--- src/rtl/uart_transmitter.sv ---
// uart_transmitter: 8N1 serial transmitter, LSB first.
//
// Ports
//   clk   : clock; all state changes on the rising edge
//   rst   : synchronous, active-high reset
//   data  : byte to send; captured only when a start is accepted in IDLE
//   start : transmit request, level-sampled in IDLE; ignored at all other times
//   Tx    : serial line, idle high, driven straight from a flop
//   busy  : high from the accepted start through the cleanup cycle
//   done  : one-cycle pulse in the cleanup cycle that ends each frame
//
// Parameter
//   CLOCK_PER_BIT : clk cycles per serial bit, 2..1023 (default 868 = 100 MHz / 115200)
module uart_transmitter #(
  parameter int CLOCK_PER_BIT = 868
) (
  input  logic       clk,
  input  logic       rst,
  input  logic [7:0] data,
  input  logic       start,
  output logic       Tx,
  output logic       busy,
  output logic       done
);

  typedef enum logic [2:0] {
    S_IDLE    = 3'd0,
    S_START   = 3'd1,
    S_DATA    = 3'd2,
    S_STOP    = 3'd3,
    S_CLEANUP = 3'd4
  } state_t;

  localparam logic [9:0] LP_LAST = 10'(CLOCK_PER_BIT - 1);

  state_t     r_state, w_state;
  logic [9:0] r_cnt,   w_cnt;
  logic [2:0] r_idx,   w_idx;
  logic [7:0] r_shift, w_shift;
  logic       r_tx,    w_tx;
  logic       r_busy,  w_busy;
  logic       r_done,  w_done;
  logic       w_bit_end;

  assign w_bit_end = (r_cnt == LP_LAST);

  // Next-state and next-output logic. Every output is computed here one
  // cycle ahead and then registered, so Tx/busy/done come straight off flops.
  always_comb begin
    w_state = r_state;
    w_cnt   = r_cnt;
    w_idx   = r_idx;
    w_shift = r_shift;
    w_tx    = r_tx;
    w_busy  = r_busy;
    w_done  = r_done;
    case (r_state)
      S_IDLE: begin
        w_tx   = 1'b1;
        w_busy = 1'b0;
        w_done = 1'b0;
        if (start) begin
          w_shift = data;
          w_tx    = 1'b0;
          w_busy  = 1'b1;
          w_cnt   = '0;
          w_idx   = '0;
          w_state = S_START;
        end
      end
      S_START: begin
        if (w_bit_end) begin
          w_cnt   = '0;
          w_tx    = r_shift[0];
          w_state = S_DATA;
        end else begin
          w_cnt = r_cnt + 10'd1;
        end
      end
      S_DATA: begin
        if (w_bit_end) begin
          w_cnt = '0;
          if (r_idx == 3'd7) begin
            w_tx    = 1'b1;
            w_state = S_STOP;
          end else begin
            // Present the next bit as the index advances.
            w_idx = r_idx + 3'd1;
            w_tx  = r_shift[r_idx + 3'd1];
          end
        end else begin
          w_cnt = r_cnt + 10'd1;
        end
      end
      S_STOP: begin
        if (w_bit_end) begin
          w_cnt   = '0;
          w_done  = 1'b1;
          w_busy  = 1'b1;
          w_state = S_CLEANUP;
        end else begin
          w_cnt = r_cnt + 10'd1;
        end
      end
      S_CLEANUP: begin
        w_tx    = 1'b1;
        w_done  = 1'b0;
        w_busy  = 1'b0;
        w_state = S_IDLE;
      end
      default: begin
        // Illegal encoding: recover to a quiet idle line.
        w_state = S_IDLE;
        w_tx    = 1'b1;
        w_busy  = 1'b0;
        w_done  = 1'b0;
        w_cnt   = '0;
        w_idx   = '0;
      end
    endcase
  end

  always_ff @(posedge clk) begin
    if (rst) begin
      r_state <= S_IDLE;
      r_cnt   <= '0;
      r_idx   <= '0;
      r_shift <= '0;
      r_tx    <= 1'b1;
      r_busy  <= 1'b0;
      r_done  <= 1'b0;
    end else begin
      r_state <= w_state;
      r_cnt   <= w_cnt;
      r_idx   <= w_idx;
      r_shift <= w_shift;
      r_tx    <= w_tx;
      r_busy  <= w_busy;
      r_done  <= w_done;
    end
  end

  assign Tx   = r_tx;
  assign busy = r_busy;
  assign done = r_done;

endmodule

--- config.mk ---
export PLATFORM = sky130hd
export DESIGN_NAME = uart_transmitter
export DESIGN_NICKNAME = d
export VERILOG_FILES = /design/src/rtl/uart_transmitter.sv
export SDC_FILE = /design/constraint.sdc
export NUM_CORES = 1
export LEC_CHECK = 0
export CAP_MARGIN = 40
export CORE_MARGIN = 2
export CORE_UTILIZATION = 50
export DETAILED_ROUTE_END_ITERATION = 6
export GPL_ROUTABILITY_DRIVEN = 0
export GPL_TIMING_DRIVEN = 0
export PLACE_DENSITY = 0.74
export SYNTH_ARGS = -nofsm -noshare
export SYNTH_HDL_FRONTEND = slang
export SYNTH_SLANG_ARGS = --single-unit
--- constraint.sdc ---
create_clock -name clk -period 4.4 [get_ports clk]
set_input_delay 0.88 -clock clk [delete_from_list [all_inputs] [get_ports clk]]
set_output_delay 0.88 -clock clk [all_outputs]
set_load 0.01 [all_outputs]
# Yosys cells after proc, flatten, opt, wreduce, memory -nomap -nowiden
# Index checks and enable logic that the tools add are counted.
[op_classes]
n_reduce_logical = 10
muxes = 24
order_cmp = 1
add_sub_neg = 2
bitwise_logic = 4
eq_ne = 12
[op_table]
columns = ["operator", "n"]
rows = [
  ["$pmux W10 S3", 1],
  ["$mux W3", 8],
  ["$mux W10", 2],
  ["$ne A2 B2 Y1 const B", 6],
  ["$pmux W3 S4", 1],
  ["$add A10 B1 Y10 const B", 1],
  ["$eq A10 B10 Y1 const B", 1],
  ["$pmux W3 S3", 1],
  ["$mux W1", 7],
  ["$eq A3 B2 Y1 const B", 2],
  ["$eq A3 B3 Y1 const B", 2],
  ["$reduce_and A2 Y1", 3],
  ["$reduce_or A3 Y1", 2],
  ["$reduce_and A5 Y1", 1],
  ["$lt A3 B4 Y1 const B", 1],
  ["$not A1 Y1", 4],
  ["$pmux W1 S4", 1],
  ["$reduce_and A4 Y1", 1],
  ["$add A3 B1 Y3 const B", 1],
  ["$bmux W1 S3", 1],
  ["$eq A3 B1 Y1 const B", 1],
  ["$logic_not A3 Y1", 1],
  ["$pmux W1 S3", 1],
  ["$reduce_and A3 Y1", 1],
  ["2 further kinds", 2],
]
[totals]
input_bits = 11
regBits = 27
word_cells = 60
output_inout_bits = 3

# Logic depth before layout (Yosys ltp)
[logic_depth]
word_depth = 6
mapped_depth = 6
ltp_nobuf = 6

# Worst setup path before layout
# Ideal clock, no wire load.
[synth_path]
kind = "input to register"
start = "input port start"
end = "register r_idx[2]"
path_stages = 4
required_ns = 4.329
setup_slack_ns = 2.377
setup_time_ns = 0.071
arrival_ns = 1.952
path_buffers = 0
cell_sequence = "nor2b_1 > o22ai_1 > or4b_1 > a21oi_1"
[synth_via]
elab_chain_cells = 2
[synth_rtl]
columns = ["item", "line_no", "source"]
rows = [
  ["start: declaration", "20", "input logic start,"],
  ["$ne A2 B2 Y1 (no line)", "--", ""],
  ["$reduce_and A4 Y1 (no line)", "--", ""],
  ["end signal: assignment", "135", "r_idx <= w_idx;"],
  ["end: declaration", "38", "logic [2:0] r_idx, w_idx;"],
]
# Every way passes these cells.
# A chain may end at the register's enable or synchronous reset.

# Worst setup path after layout
# Ends and elaborated chain as after synthesis.

==> impl_metrics.tcl <==
set metrics [dict create \
    routed_wl_um 2680 \
    cts.sinks 27 \
    clock_power_share_pct 25.4 \
    cts_max_path_buffers 2 \
    coreArea_mm2 0.00252 \
    grt_util_all_layers_pct 18.7 \
    synth_most_common_cell "dfxtp_1" \
    seq_power_share_pct 61.8 \
    vias_per_cell 5.73 \
    comb_power_share_pct 12.7 \
    outcome "finished clean" \
    grt_pass1_wl_um 4740 \
    ctsHoldBuffers 0 \
    slowest_delay_ps 560 \
    syn_inst 155 \
    grt_pass1_vias 1065 \
    switchingPower_uw 105 \
    setup_tns_ps 0 \
    ir_drop_v 0.000198 \
    vias 1157 \
    final_util_pct 61.2 \
    final_layout_size_suffix_gt1_share_pct 8.72 \
    synth_edf_count 0 \
    whs_ps 469 \
    syn_avg_cell_area_um2 8.69 \
    end_kind "flop" \
    fin_nets 187 \
    leakage_uw 0.000526 \
    p_int_uw 313 \
    ys_types 43 \
    grt_antenna_before_repair 0 \
    yosysTopAreaCell "dfxtp_1" \
    crit_type "in2reg" \
    fp.dieH_um 55.9 \
    critPathArrivalTime_ps 2770 \
    io_buffers 13 \
    cts_buffers 3 \
    clock-root-buffer "clkbuf_4" \
    seq_area_frac_synth_pct 40.1 \
    hold_depth 2 \
    pin_count 14 \
    yosys_warnings 0 \
    period_share_pct 56.8 \
    start_kind "input pin" \
    rr_worst_depth 5 \
    clk_latency_ps 320 \
    synthArstFlopShare_pct 0 \
    fmax_mhz 400 \
    ys.flop_type "dfxtp_1" \
    max_cap_viol_count 0 \
    synth_common_cells "27 x dfxtp_1, 21 x nand2_1, 16 x a21oi_1" \
    rsz0062_at_grt "no" \
    path_clk_slew_ps 140 \
    synth_top_area_share_pct 40.1 \
    worstHoldPathType "reg2reg" \
    h-tree-depth 1 \
    syn_nets 169 \
    hold_viol_final 0 \
    initial_core_util_pct 53.4 \
    grt_overflow 0 \
    power_density_mw_per_mm2 271 \
    wl_per_cell_um 13.3 \
    finalMaxSlewViolations 0 \
    ant_nets 0 \
    required_ps 4670 \
    grt_max_degree 16 \
    cpLargestDelayFamily "simple AND/OR/NAND/NOR gates" \
    min_period_ps 2500 \
    relSlewSlack_pct 63.0 \
    drt-initial-drc-count 19 \
    dr.pass1.iters 4 \
    die_area_mm2 0.00313 \
    switching_share_pct 25.1 \
    worst_slew_pin_slew_ps 553 \
    diodes 0 \
    critPathSlowestCell "clkdlybuf4s50_1" \
    synth_area_leaders "dfxtp_1 40%, a21oi_1 5.9%, nand2_1 5.8%, nor2_1 3.6%, mux4_2 3.3%" \
    die_w_um 55.9 \
    post_cts_buffers 0 \
    postCtsResizedCells 0 \
    hpwl_um 2040 \
    drc 0 \
    syn_area_mm2 0.00135 \
    setup_viol 0 \
    cts_tree "done" \
    clock_skew_ps 3.86 \
    cp_num_cells 5 \
    worst-path-buf-inv 1 \
    syn2layout_area_growth_pct 14.5 \
    crit_chain "clkdlybuf4s50_1, nor2b_1, o22ai_1, or4b_1, a21oi_1" \
    cp_max_fo 6 \
    ys_seq_elements 27 \
    fp-row-count 18 \
]
[final cells by class]
class / count / area [um2]
Tap cell: 30 / 37.5
Buffer: 7 / 31.3
Inverter: 2 / 7.51
Clock buffer: 3 / 22.5
Fill cell: 230 / 980
Sequential cell: 27 / 541
Clock inverter: 1 / 5.00
Timing Repair Buffer: 13 / 130
Multi-Input combinational cell: 119 / 768
[cells in the final DEF (no fill, tap or decap), types with 3 or more instances in the layout]
| cell type | instances |
|---|---|
| a21o_1 | 3 |
| clkdlybuf4s50_1 | 13 |
| or4_1 | 3 |
| xor2_1 | 3 |
| xnor2_1 | 3 |
| clkbuf_4 | 3 |
| o21ai_0 | 7 |
| a21oi_1 | 16 |
| nor2_1 | 13 |
| nand2_1 | 21 |
| dfxtp_1 | 27 |
| ha_1 | 3 |
| clkbuf_1 | 4 |
| a31oi_1 | 3 |
| nand2b_1 | 3 |
| nand4_1 | 4 |
| nand3_1 | 3 |
[metal layers]
layer / track usage (%) / routed length (um)
met4: 6.12 / 42
met2: 30.3 / 1260
met3: 3.26 / 100
met5: 0 / 0
met1: 25.2 / 1290
[per-stage QoR]
stage | std cells | total power, uW | worst slack, ps | instance area, um2
5_1_grt | 202 | 442 | 1810 | 1540
3_5_place_dp | 198 | 317 | 1610 | 1520
2_1_floorplan | 155 | 295 | 2380 | 1350
4_1_cts | 202 | 421 | 1920 | 1540
6_report | 202 | 418 | 1900 | 1540
3_3_place_gp | 198 | 315 | 1630 | 1520
[power groups by stage]
stage / Clock, uW / Sequential (uW) / Combinational [uW]
5_1_grt: 122 / 259 / 59.8
6_report: 106 / 258 / 53.2
3_5_place_dp: 0 / 263 / 53.6
2_1_floorplan: 0 / 263 / 31.9
4_1_cts: 109 / 258 / 53.7
3_3_place_gp: 0 / 263 / 52.3
[worst reg2reg max path: stages (launching register included)]
cell     delay, ps
dfxtp_1        400
ha_1           240
nor4b_4        340
a31oi_1        230
or4b_1         540
a21oi_1        150
[flip-flops by register name, summed over array words and instances, names as in the netlist]
| register | count |
|---|---|
| busy | 1 |
| r_cnt | 10 |
| r_idx | 3 |
| done | 1 |
| r_shift | 8 |
| Tx | 1 |
| r_state | 3 |
[logic make-up (layout without fill, tap and decap cells)]
group | Yosys count | count (layout) | synth area share, %
simple gates | 62 | 62 | 24.9
compound gates | 42 | 42 | 18.9
flops | 27 | 27 | 40.1
buf+inv | 9 | 26 | 2.88
xor+xnor | 6 | 6 | 3.90
mux | 5 | 5 | 5.66
fa+ha+maj | 4 | 4 | 3.62
[path summary, 6_finish.rpt]
path	startpoint	endpoint	slack (ps)
max reg2reg	r_cnt[0]	r_idx[2]	2450
min reg2reg	r_shift[6]	r_shift[6]	470
max	start	r_idx[2]	1900
min	r_shift[6]	r_shift[6]	470
(Power assumes the default switching activity.)
